===== config.mk =====
export PLATFORM = sky130hd
export DESIGN_NAME = chunked_multicycle_adder
export DESIGN_NICKNAME = d
export VERILOG_FILES = /design/src/rtl/chunked_multicycle_adder.sv
export SDC_FILE = /design/constraint.sdc
export NUM_CORES = 1
export LEC_CHECK = 0
export ABC_CLOCK_PERIOD_IN_PS = 7700
export CAP_MARGIN = 20
export CORE_UTILIZATION = 45
export CTS_CLUSTER_SIZE = 40
export DETAILED_ROUTE_END_ITERATION = 8
export PLACE_DENSITY = 0.74
export SLEW_MARGIN = 20
export SYNTH_ARGS = -nofsm -noshare
export SYNTH_HDL_FRONTEND = slang
export SYNTH_SLANG_ARGS = --single-unit
export TNS_END_PERCENT = 5

===== constraint.sdc =====
create_clock -name clk -period 7.7 [get_ports clk]
set_input_delay 1.54 -clock clk [delete_from_list [all_inputs] [get_ports clk]]
set_output_delay 1.54 -clock clk [all_outputs]
set_load 0.005 [all_outputs]

===== src/rtl/chunked_multicycle_adder.sv =====
// -----------------------------------------------------------------------------
// chunked_multicycle_adder
//
// Multi-cycle adder/subtractor. One CHUNK-bit slice is added per clock, LSB
// first, and the ripple carry is kept in a register between slices. The
// combinational carry chain is therefore CHUNK bits long for any WIDTH.
//
// Ports:
//   clk        rising-edge clock
//   rst_n      asynchronous active-low reset
//   in_valid   operands A/B/Cin/Sub are presented
//   in_ready   block is idle and can accept operands
//   A, B       WIDTH-bit operands
//   Cin        carry-in when adding, borrow-in when subtracting
//   Sub        0 = A + B + Cin, 1 = A - B - Cin
//   out_valid  Out/Cout/Ovf hold a finished result
//   out_ready  consumer accepts the result
//   Out        WIDTH-bit result (modulo 2^WIDTH)
//   Cout       carry out of bit WIDTH-1 (for subtract: 1 = no borrow)
//   Ovf        two's-complement overflow
// -----------------------------------------------------------------------------
module chunked_multicycle_adder #(
  parameter int WIDTH  = 32,
  parameter int CHUNK  = 8,
  parameter int NCHUNK = WIDTH / CHUNK
) (
  input  logic             clk,
  input  logic             rst_n,
  input  logic             in_valid,
  output logic             in_ready,
  input  logic [WIDTH-1:0] A,
  input  logic [WIDTH-1:0] B,
  input  logic             Cin,
  input  logic             Sub,
  output logic             out_valid,
  input  logic             out_ready,
  output logic [WIDTH-1:0] Out,
  output logic             Cout,
  output logic             Ovf
);

  // Elaboration-time parameter sanity checks. The modulo guard avoids a
  // division by zero when CHUNK itself is illegal.
  if ((CHUNK < 1) || ((WIDTH % ((CHUNK < 1) ? 1 : CHUNK)) != 0)) begin : gBadChunk
    $error("chunked_multicycle_adder: WIDTH must be a positive multiple of CHUNK");
  end

  if ((CHUNK >= 1) && (NCHUNK != WIDTH / ((CHUNK < 1) ? 1 : CHUNK))) begin : gBadNchunk
    $error("chunked_multicycle_adder: NCHUNK must equal WIDTH/CHUNK");
  end

  // Slice counter needs at least one bit even when there is a single slice.
  localparam int KW = (NCHUNK > 1) ? $clog2(NCHUNK) : 1;
  localparam logic [KW-1:0] LAST_SLICE = KW'(NCHUNK - 1);

  typedef enum logic [1:0] {
    IDLE = 2'd0,
    RUN  = 2'd1,
    DONE = 2'd2
  } state_e;

  state_e           stateQ, stateD;
  logic [WIDTH-1:0] opAQ, opAD;
  logic [WIDTH-1:0] opBQ, opBD;
  logic [WIDTH-1:0] outQ, outD;
  logic             carryQ, carryD;
  logic             coutQ, coutD;
  logic             ovfQ, ovfD;
  logic [KW-1:0]    kQ, kD;

  logic [CHUNK-1:0] sliceA;
  logic [CHUNK-1:0] sliceB;
  logic [CHUNK:0]   sliceSum;
  logic             msbCarryIn;

  // Slice adder. The sum is formed in a CHUNK+1 bit temporary so the top bit
  // is the carry out of the slice. On the last slice the carry into the MSB
  // is recovered from the MSB sum bit: s = a ^ b ^ cin  =>  cin = s ^ a ^ b.
  always_comb begin
    sliceA     = opAQ[kQ*CHUNK +: CHUNK];
    sliceB     = opBQ[kQ*CHUNK +: CHUNK];
    sliceSum   = {1'b0, sliceA} + {1'b0, sliceB} + {{CHUNK{1'b0}}, carryQ};
    msbCarryIn = sliceSum[CHUNK-1] ^ sliceA[CHUNK-1] ^ sliceB[CHUNK-1];
  end

  // Next-state and handshake logic. Subtraction is A + ~B + ~borrow, so the
  // operand is inverted at capture time and the initial carry is Cin ^ Sub.
  // Result slices are written straight into the output register; it is only
  // presented (out_valid) once every slice is done.
  always_comb begin
    stateD    = stateQ;
    opAD      = opAQ;
    opBD      = opBQ;
    outD      = outQ;
    carryD    = carryQ;
    coutD     = coutQ;
    ovfD      = ovfQ;
    kD        = kQ;
    in_ready  = 1'b0;
    out_valid = 1'b0;

    case (stateQ)
      IDLE: begin
        in_ready = 1'b1;
        if (in_valid) begin
          opAD   = A;
          opBD   = Sub ? ~B : B;
          carryD = Cin ^ Sub;
          kD     = '0;
          stateD = RUN;
        end
      end

      RUN: begin
        outD[kQ*CHUNK +: CHUNK] = sliceSum[CHUNK-1:0];
        carryD                  = sliceSum[CHUNK];
        if (kQ == LAST_SLICE) begin
          coutD  = sliceSum[CHUNK];
          ovfD   = msbCarryIn ^ sliceSum[CHUNK];
          stateD = DONE;
        end else begin
          kD = kQ + 1'b1;
        end
      end

      DONE: begin
        out_valid = 1'b1;
        if (out_ready) begin
          stateD = IDLE;
        end
      end

      default: begin
        stateD = IDLE;
      end
    endcase
  end

  // State and datapath registers. Reset discards any partial result.
  always_ff @(posedge clk or negedge rst_n) begin
    if (!rst_n) begin
      stateQ <= IDLE;
      opAQ   <= '0;
      opBQ   <= '0;
      outQ   <= '0;
      carryQ <= 1'b0;
      coutQ  <= 1'b0;
      ovfQ   <= 1'b0;
      kQ     <= '0;
    end else begin
      stateQ <= stateD;
      opAQ   <= opAD;
      opBQ   <= opBD;
      outQ   <= outD;
      carryQ <= carryD;
      coutQ  <= coutD;
      ovfQ   <= ovfD;
      kQ     <= kD;
    end
  end

  assign Out  = outQ;
  assign Cout = coutQ;
  assign Ovf  = ovfQ;

endmodule


==> results.toml, run 1 <==
[yosys]
ys_ff_latch = 103
syn_nets = 550
synth_ff_type = "dfrtp_1"
synthCells = 465
synth_area_per_cell_um2 = 10.50
yosysTopAreaCell = "dfrtp_1"
ys_warn_count = 0
synthTopCellsByArea = "dfrtp_1, nand2_1, mux4_2, xnor2_1, o21ai_0"
synthesis.area_um2 = 4885
synth_edf_count = 0
ys_seq_area_share_pct = 52.77
synth_async_sr_flop_share_pct = 100.0
ys_types = 32
netlist.area_leader.share_pct = 52.77

[critical_path]
cp.required_ps = 7940
rr_startpoint = "kQ[0]"
crit_path_frequent_cell = "fa_1"
critical_path.max_stage_delay_ps = 600
crit_path_end_kind = "register"
worst-setup-path-type = "register to register"
crit_chain = "buf_4 > mux4_2 > fa_1 > fa_1 > a21oi_1 > o21ai_1 > o21a_1 > nor2_1 > xnor2_1 > a22o_1"
critPathSlowestCell = "mux4_2"
arrival_ps = 3500
startpoint_type = "register"
cp-startpoint = "kQ[0]"
crit_fanout = 24

[layout]
nets = 647
multi_input_area_um2 = 2191
layout-drive-gt1-share_pct = 7.407
final_util_pct = 59.63
seq_area_um2 = 2577
area_growth_pct = 27.15
nFillCells = 882
antenna_cells = 0

[floorplanning]
die_area_um2 = 11280
initial_core_util_pct = 46.89
row_count = 37
die_x_um = 106.2
fp.coreArea_um2 = 10420
die_y_um = 106.2
io_pins = 106

[drt]
postRouteAntennaNets = 0
drt_first_pass_iters = 4
drc = 0
routed_wl_um = 10690
drt_iter0_markers = 141
wl_per_cell_um = 15.21
vias_per_cell = 5.175
vias = 3638

[clock_network]
cts_tree = "built"
clk_pin_slew_ps = 90
postCtsHoldBufs = 0
numCtsBuffers = 9
root_buffer = "clkbuf_8"
clockBufferDepth = 2
clock_sinks = 103
cts_resized = 0
cts_setup_buffers = 0
htree_levels = 3
clock_latency_ps = 360

[sta]
rsz0062_at_grt = "no"
relSlewSlack_pct = 42.89
setup_viol = 0
finalClockSkew_ps = 10.15
period_share_pct = 42.28
final_max_slew_viol_count = 0
period_minus_slack_ps = 3256
hold_viol = 0
fin_setup_tns_ps = 0
clock.fmax_mhz = 307.1
worst_slew_pin_slew_ps = 856.6

[placed_design]
port-buffer-count = 105
hpwlAfterDp_um = 8223
gp_congestion = 0.8714

[grt]
grt_usage_pct = 20.28
grt_overflow = 0
grt_pass1_wl_um = 17750
antenna_found_initial = 0
grt_max_degree = 101
grt_pass1_vias = 3652

[outcome]
outcome = "complete, no violations"

[flow_run]
max_cap_violations = 0

[min_path]
worst_hold_path_type = "register to register"
hp-start = "opAQ[19]"

[power]
power_density_nw_per_um2 = 424.0
max-vdd-ir-drop_uv = 189.5
p_leak_nw = 2.798
## cell usage after synthesis (2+ instances only)
cell type	count
or3_1	2
nand2b_1	4
fa_1	2
nor2b_1	2
a22o_1	24
o21ai_1	4
clkbuf_1	15
nand4_1	3
nor3_2	2
inv_1	6
nor2_1	7
o21ai_0	43
dfrtp_1	103
mux4_2	16
a21o_1	3
xnor2_1	39
buf_2	6
ha_1	13
o21a_1	3
nand3_1	2
nand2_1	150
a21oi_1	6
## cell usage in the layout, fill, tap and decap left out, types with 3 or more instances in the layout
cell             Yosys  final
nand4_1              3      3
nor2_1               7      7
buf_4                1      5
nand2b_1             4      4
a21oi_1              6      6
ha_1                13     13
a21o_1               3      3
a22o_1              24     24
dfrtp_1            103    103
nand2_1            150    149
mux4_2              16     16
clkbuf_8             0     11
o21ai_0             43     43
o21a_1               3      3
inv_1                6      6
xnor2_1             39     39
clkdlybuf4s50_1      0    103
o21ai_1              4      4
## final timing paths
check	endpoint	slack, ps	cells after the start
setup / recovery	Out[22]	4440	10
hold / removal	opAQ[19]	480	2
setup reg to reg	Out[22]	4440	10
hold reg to reg	opAQ[19]	480	2
max in group asynchronous	opBQ[23]	5400	2
min in group asynchronous	Out[20]	1160	1
## report_power, final
group / total (W) / switching (W) / internal (W)
logic: 0.00143 / 0.000784 / 0.000643
registers: 0.000905 / 0.000138 / 0.000766
clock network: 0.000302 / 0.000168 / 0.000135
total: 0.00263 / 0.00109 / 0.00154
## critical path: cells and delay by family, from the launching register on
kind,cells,cell delay (ps)
xor gates and xnor gates,1,140
adders and majority gates,2,840
muxes,1,600
AOI/OAI and AO/OA,4,760
buffers and inverters,1,360
DFF,1,340
and+or+nand+nor,1,110
## through the flow
step | cell area [um^2] | setup slack, ps | total power (W) | hold WS [ps] | instances
after floorplan | 4885 | 4401 | 0.001885 | 440.3 | 465
after global placement | 6033 | 4459 | 0.002280 | 454.8 | 687
after detailed placement | 6033 | 4338 | 0.002348 | 457.2 | 687
after CTS | 6210 | 4439 | 0.002653 | 478.4 | 703
after global routing | 6211 | 4247 | 0.002849 | 499.1 | 703
final | 6211 | 4444 | 0.002633 | 478.0 | 703
## cells by family (layout without fill, tap and decap cells)
family	count (synthesis)	after routing	share of synthesized area, %
AOI/OAI and AO/OA	87	87	11.50
xor gates and xnor gates	40	40	7.172
adders and majority gates	15	15	4.150
buffers and inverters	29	131	2.459
DFF	103	103	52.77
muxes	17	17	7.582
and+or+nand+nor	174	174	14.37
## metal layers
layer  vias to the layer above  track usage [%]  share of wire [%]
li1                       1759                -                  -
met1                      1744            26.58                 43
met2                       119            33.91                 50
met3                        16            3.801                5.0
met4                         0            6.845                2.1
met5                         -                0                  0
## sequential cells by signal (all words and copies together), names as in the netlist
register  cells
Out          32
opAQ         32
opBQ         32
kQ            2
stateQ        2
Cout          1
Ovf           1
carryQ        1
## layout make-up
| type | instances | area share (%) |
|---|---|---|
| clock buffers | 13 | 2.558 |
| well taps | 136 | 2.740 |
| multi-input cells | 333 | 35.27 |
| repair buffers | 109 | 17.28 |
| inverters | 6 | 0.3626 |
| clock inverters | 3 | 0.2820 |
| flip-flops and latches | 103 | 41.50 |
(Power assumes the default switching activity.)
==> inputs of run 2 (changes only) <==
--- a/config.mk
+++ b/config.mk
@@ -5,7 +5,7 @@
 export SDC_FILE = /design/constraint.sdc
 export NUM_CORES = 1
 export LEC_CHECK = 0
-export ABC_CLOCK_PERIOD_IN_PS = 7700
+export ABC_CLOCK_PERIOD_IN_PS = 3180
 export CAP_MARGIN = 20
 export CORE_UTILIZATION = 45
 export CTS_CLUSTER_SIZE = 40
==> constraint.sdc (replaced) <==
create_clock -name clk -period 3.18 [get_ports clk]
set_input_delay 0.636 -clock clk [delete_from_list [all_inputs] [get_ports clk]]
set_output_delay 0.636 -clock clk [all_outputs]
set_load 0.005 [all_outputs]
==> run 2 against run 1 <==
Register-to-register slack lost 4200 ps. Via count grew 1.3%. Sequential cell count is the same. Power grew 140%. Sequential share of layout area shrank 0.14 points. Count of clock-buffer cells in the layout is the same. Worst setup slack lost 4200 ps. Cell count grew 0.14%. Die area is the same. Wire length is essentially flat. Critical path type unchanged. Largest cell class unchanged.
==> results.toml, run 2 (synthesis results as in run 1) <==
[layout]
mostFrequentLayoutCells = "nand2_1, dfrtp_1, clkdlybuf4s50_1"
layout-drive-gt1-share_pct = 7.394
nFillCells = 886
nets = 650
antenna_cells = 0
area_growth_pct = 27.59
stdcell_area_um2 = 6232
layout_commonest_cell = "nand2_1"
seq_area_um2 = 2577
multi_input_area_um2 = 2190

[drt]
vias = 3687
postRouteAntennaNets = 0
drt_first_pass_iters = 4
drt_iter0_markers = 138
routed_wl_um = 10690
drc = 0
wl_per_cell_um = 15.19
vias_per_cell = 5.237

[grt]
antenna_found_initial = 0
grt_overflow = 0
busiest_layer = "met2"
use_met2_pct = 34.32
globalRouteMet3Util_pct = 3.495
grt_pass1_wl_um = 17720
grt_util_met1_pct = 26.50
grt_usage_pct = 20.29
grt_max_degree = 63
grt_pass1_vias = 3673

[power]
power_density_nw_per_um2 = 1026
clkPwrFrac_pct = 11.3
combinationalPowerShare_pct = 54.7
netSwitchingFraction_pct = 41.17
p_leak_nw = 2.812
max-vdd-ir-drop_uv = 449.7
power.internal_w = 0.003761
sequentialPowerShare_pct = 34.0
p_sw_w = 0.002632

[placed_design]
hpwlAfterDp_um = 8279
gp_congestion = 0.9146
pre_cts_ws_ps = 224.5
place_area_um2 = 6068
port-buffer-count = 105

[critical_path]
crit_path_frequent_cell = "fa_1"
crit_family = "adder cells"
critPathSlowestCell = "mux4_2"
startpoint_type = "register"
crit_chain = "mux4_2 > fa_1 > fa_1 > a21oi_1 > o21ai_1 > o21a_1 > nor2_1 > xnor2_1 > a22o_1"
arrival_ps = 3210
cp.required_ps = 3430
crit_path_end_kind = "register"
critical_path.max_stage_delay_ps = 550
worst-path-stages = 9
ff2ff_path_depth = 9
crit_fanout = 4
worst-setup-path-type = "register to register"
crit_buf_inv = 0

[clock_network]
cts_setup_buffers = 0
postCtsHoldBufs = 0
htree_levels = 3
cts_resized = 0
numCtsBuffers = 9
clk_pin_slew_ps = 90
cts_tree = "built"
clock_latency_ps = 360
clockBufferDepth = 2
clock_sinks = 103
root_buffer = "clkbuf_8"

[floorplanning]
row_count = 37
die_area_um2 = 11280
die_x_um = 106.2
fp.coreArea_um2 = 10420
die_y_um = 106.2
io_pins = 106
initial_core_util_pct = 46.89

[sta]
setup_viol = 0
worst_slew_pin_slew_ps = 844.1
clock.fmax_mhz = 337.7
period_share_pct = 93.12
period_minus_slack_ps = 2961
hold_viol = 0
relSlewSlack_pct = 43.73
fin_setup_tns_ps = 0
setup_ws_ps = 218.7
rsz0062_at_grt = "no"
finalClockSkew_ps = 10.71
final_max_slew_viol_count = 0

[flow_run]
max_cap_violations = 0

[min_path]
worst_hold_path_type = "input pin to asynchronous set/reset pin"

[outcome]
outcome = "complete, no violations"
-- run 2: cell types whose count changed in the layout (fill, tap and decap cells not counted), sizes merged --
cell,before,now
buf,6,9
clkinv,2,1
clkinvlp,1,0
-- run 2: power groups by stage --
stage | logic, W | registers [W] | clock network [W]
final | 0.00350 | 0.00217 | 0.000720
after CTS | 0.00352 | 0.00217 | 0.000728
after global placement | 0.00338 | 0.00217 | 0
after global routing | 0.00386 | 0.00223 | 0.000777
after detailed placement | 0.00350 | 0.00220 | 0
after floorplan | 0.00247 | 0.00211 | 0
-- run 2: final cells by class --
type / instances / area share, %
Inverter: 6 / 0.3614
Clock buffer: 13 / 2.550
Multi-Input combinational cell: 333 / 35.13
Clock inverter: 1 / 0.08031
Tap cell: 136 / 2.730
Timing Repair Buffer: 112 / 17.79
Sequential cell: 103 / 41.36
-- run 2: metal layers --
metal | vias up | wire (um)
met5 | - | 0
met4 | 0 | 204
met3 | 17 | 457
met2 | 101 | 5198
met1 | 1795 | 4833
li1 | 1774 | -
-- run 2: metrics by stage --
step | util, % | instances | hold WS (ps) | power (W)
final | 59.83 | 704 | 249.8 | 0.006392
after global routing | 59.83 | 704 | 289.0 | 0.006873
after CTS | 59.83 | 704 | 269.8 | 0.006417
after global placement | 58.26 | 690 | 456.3 | 0.005544
after detailed placement | 58.26 | 690 | 461.3 | 0.005701
after floorplan | - | 465 | 340.4 | 0.004574
-- run 2: path summary, 6_finish.rpt --
check,from,slack [ps],endpoint
worst max-delay path,kQ[0],220,Out[22]
worst min-delay path,rst_n,250,opAQ[2]
worst max register to register,kQ[0],220,Out[22]
worst min register to register,opAQ[22],480,opAQ[22]
max in group asynchronous,rst_n,2220,opBQ[9]
min in group clk,opAQ[22],480,opAQ[22]
-- run 2: worst reg2reg max path, delay by kind of cell, from the launching register on --
family,cells,cell delay [ps]
xor+xnor,1,120
mux,1,550
flops,1,430
fa+ha+maj,2,880
simple gates,1,120
compound gates,4,760
==> inputs of run 3 (changes only) <==
--- a/config.mk
+++ b/config.mk
@@ -5,11 +5,12 @@
 export SDC_FILE = /design/constraint.sdc
 export NUM_CORES = 1
 export LEC_CHECK = 0
-export ABC_CLOCK_PERIOD_IN_PS = 3180
+export ABC_CLOCK_PERIOD_IN_PS = 3100
 export CAP_MARGIN = 20
 export CORE_UTILIZATION = 45
 export CTS_CLUSTER_SIZE = 40
 export DETAILED_ROUTE_END_ITERATION = 8
+export GPL_TIMING_DRIVEN = 0
 export PLACE_DENSITY = 0.74
 export SLEW_MARGIN = 20
 export SYNTH_ARGS = -nofsm -noshare
==> constraint.sdc (replaced) <==
create_clock -name clk -period 3.1 [get_ports clk]
set_input_delay 0.62 -clock clk [delete_from_list [all_inputs] [get_ports clk]]
set_output_delay 0.62 -clock clk [all_outputs]
set_load 0.005 [all_outputs]
==> run 3 against run 2 <==
Count of clock-buffer cells in the layout down 1. Via count up 2.7%. Utilization up 1.6 points. Critical path depth up 1. Clock skew up 10 ps. Register-to-register slack worse by 160 ps. Fmax down 2.7%. Wire length up 7.9%. Hold slack worse by 72 ps. Critical endpoint unchanged. Largest cell class unchanged.
==> results.toml, run 3 (synthesis results as in run 1) <==
[layout]
mostFrequentLayoutCells = "nand2_1, clkdlybuf4s50_1, dfrtp_1"
area_growth_pct = 31.10
nets = 670
nFillCells = 873
layout_commonest_cell = "nand2_1"
stdcell_area_um2 = 6404
final_util_pct = 61.48
antenna_cells = 0
layout-drive-gt1-share_pct = 9.168

[sta]
final_max_slew_viol_count = 0
period_minus_slack_ps = 3043
hold-worst-slack_ps = 178.1
setup_viol = 0
hold_viol = 0
fin_setup_tns_ps = 0
relSlewSlack_pct = 62.82
clock.fmax_mhz = 328.6
period_share_pct = 98.16
worst_slew_pin_slew_ps = 557.7
finalClockSkew_ps = 21.11

[power]
clkPwrFrac_pct = 12.5
power_density_nw_per_um2 = 1082
p_leak_nw = 2.887
p_sw_w = 0.002861
max-vdd-ir-drop_uv = 533.8
power.internal_w = 0.004067
sequentialPowerShare_pct = 32.1
netSwitchingFraction_pct = 41.30
totalPowerFinal_w = 0.006928
combinationalPowerShare_pct = 55.5

[critical_path]
rr_startpoint = "kQ[0]"
crit_family = "adder cells"
crit_chain = "buf_12 > mux4_2 > fa_2 > fa_1 > a21oi_2 > o21ai_2 > o21a_1 > nor2_2 > xnor2_2 > a22o_1"
critical_path.max_stage_delay_ps = 540
cp.required_ps = 3360
ff2ff_path_depth = 10
worst-setup-path-type = "register to register"
crit_fanout = 5
crit_path_end_kind = "register"
crit_buf_inv = 1
timing.rr.end = "Out[22]"
ff2ff_setup_slack_ps = 60
startpoint_type = "register"
arrival_ps = 3310
critPathSlowestCell = "mux4_2"

[placed_design]
gp_congestion = 0.8002
place_area_um2 = 6136
hpwlAfterDp_um = 8842
port-buffer-count = 104

[drt]
met2WireLength_um = 5719
top_layer = "met4"
dr_wl_met3_um = 529
vias = 3785
drt_iter0_markers = 207
wl_met1_um = 5023
vias_per_cell = 5.221
postRouteAntennaNets = 0
drc = 0
drt_first_pass_iters = 4
routed_wl_um = 11540
wl_per_cell_um = 15.92

[floorplanning]
row_count = 37
die_y_um = 106.2
io_pins = 106
die_area_um2 = 11280
initial_core_util_pct = 46.89
fp.coreArea_um2 = 10420
die_x_um = 106.2

[flow_run]
max_cap_violations = 0

[grt]
antenna_found_initial = 0
grt_usage_pct = 21.84
grt_max_degree = 54
grt_overflow = 0
grt_pass1_wl_um = 18870
grt_pass1_vias = 3847

[clock_network]
htree_levels = 3
clockBufferDepth = 2
postCtsHoldBufs = 0
cts_tree = "built"
clock_latency_ps = 380
clk_pin_slew_ps = 110
numCtsBuffers = 9
root_buffer = "clkbuf_8"
clock_sinks = 103

[outcome]
outcome = "complete, no violations"

[min_path]
worst_hold_path_type = "input pin to asynchronous set/reset pin"
==> run 3: cell count changes in the layout (fill, tap and decap cells not counted), moves of 2 or more <==
cell and change:
clkbuf_1 +14, buf_4 -2, buf_6 +3, buf_2 +3
==> run 3: how the worst max path moves through the flow <==
stage | from | end | slack, ps | cells after the start
final | kQ[0] | Out[22] | 60 | 10
after global placement | rst_n | kQ[0] | -2590 | 1
after detailed placement | kQ[1] | Out[22] | -620 | 11
after floorplan | kQ[0] | Out[14] | 20 | 11
after CTS | kQ[0] | Out[22] | 20 | 10
after global routing | kQ[1] | Out[22] | -20 | 11
==> run 3: area by class of cell <==
cell class / count / area [um^2] / area share (%)
flip-flops and latches: 103 / 2579 / 40.27
multi-input cells: 333 / 2207 / 34.47
repair buffers: 110 / 1107 / 17.29
well taps: 136 / 170.2 / 2.657
clock buffers: 12 / 155.1 / 2.423
plain buffers: 22 / 118.9 / 1.856
clock inverters: 3 / 43.79 / 0.6839
inverters: 6 / 22.52 / 0.3517
==> run 3: power groups by stage <==
stage | sequential, W | combinational, W | clock [W]
after floorplan | 0.00216 | 0.00253 | 0
after global placement | 0.00223 | 0.00355 | 0
after detailed placement | 0.00225 | 0.00367 | 0
after CTS | 0.00221 | 0.00381 | 0.000870
after global routing | 0.00228 | 0.00427 | 0.000926
final | 0.00222 | 0.00384 | 0.000863
==> run 3: worst register-to-register path, stage by stage (launching register included) <==
cell and delay (ps):
dfrtp_2 420, buf_12 130, mux4_2 540, fa_2 410, fa_1 430, a21oi_2 200
o21ai_2 120, o21a_1 190, nor2_2 150, xnor2_2 130, a22o_1 220
==> run 3: routing by layer <==
metal / GRT usage, % / vias to the layer above
met1: 27.37 / 1830
li1: - / 1816
met5: 0 / -
met2: 37.66 / 119
met3: 4.108 / 20
met4: 7.937 / 0
==> run 3: through the flow <==
stage          std cells  setup WS (ps)
5_1_grt              725         -24.96
2_1_floorplan        465          24.95
4_1_cts              725          17.16
3_3_place_gp         705          -2594
3_5_place_dp         706         -622.4
6_report             725          56.97
==> run 3: what timing repair did <==
action                                  CTS  global route
resized for setup                         9             3
pin swaps                                 0             1
endpoints found under the setup margin   23             5
setup buffers                             5             0
cloned                                    0             0
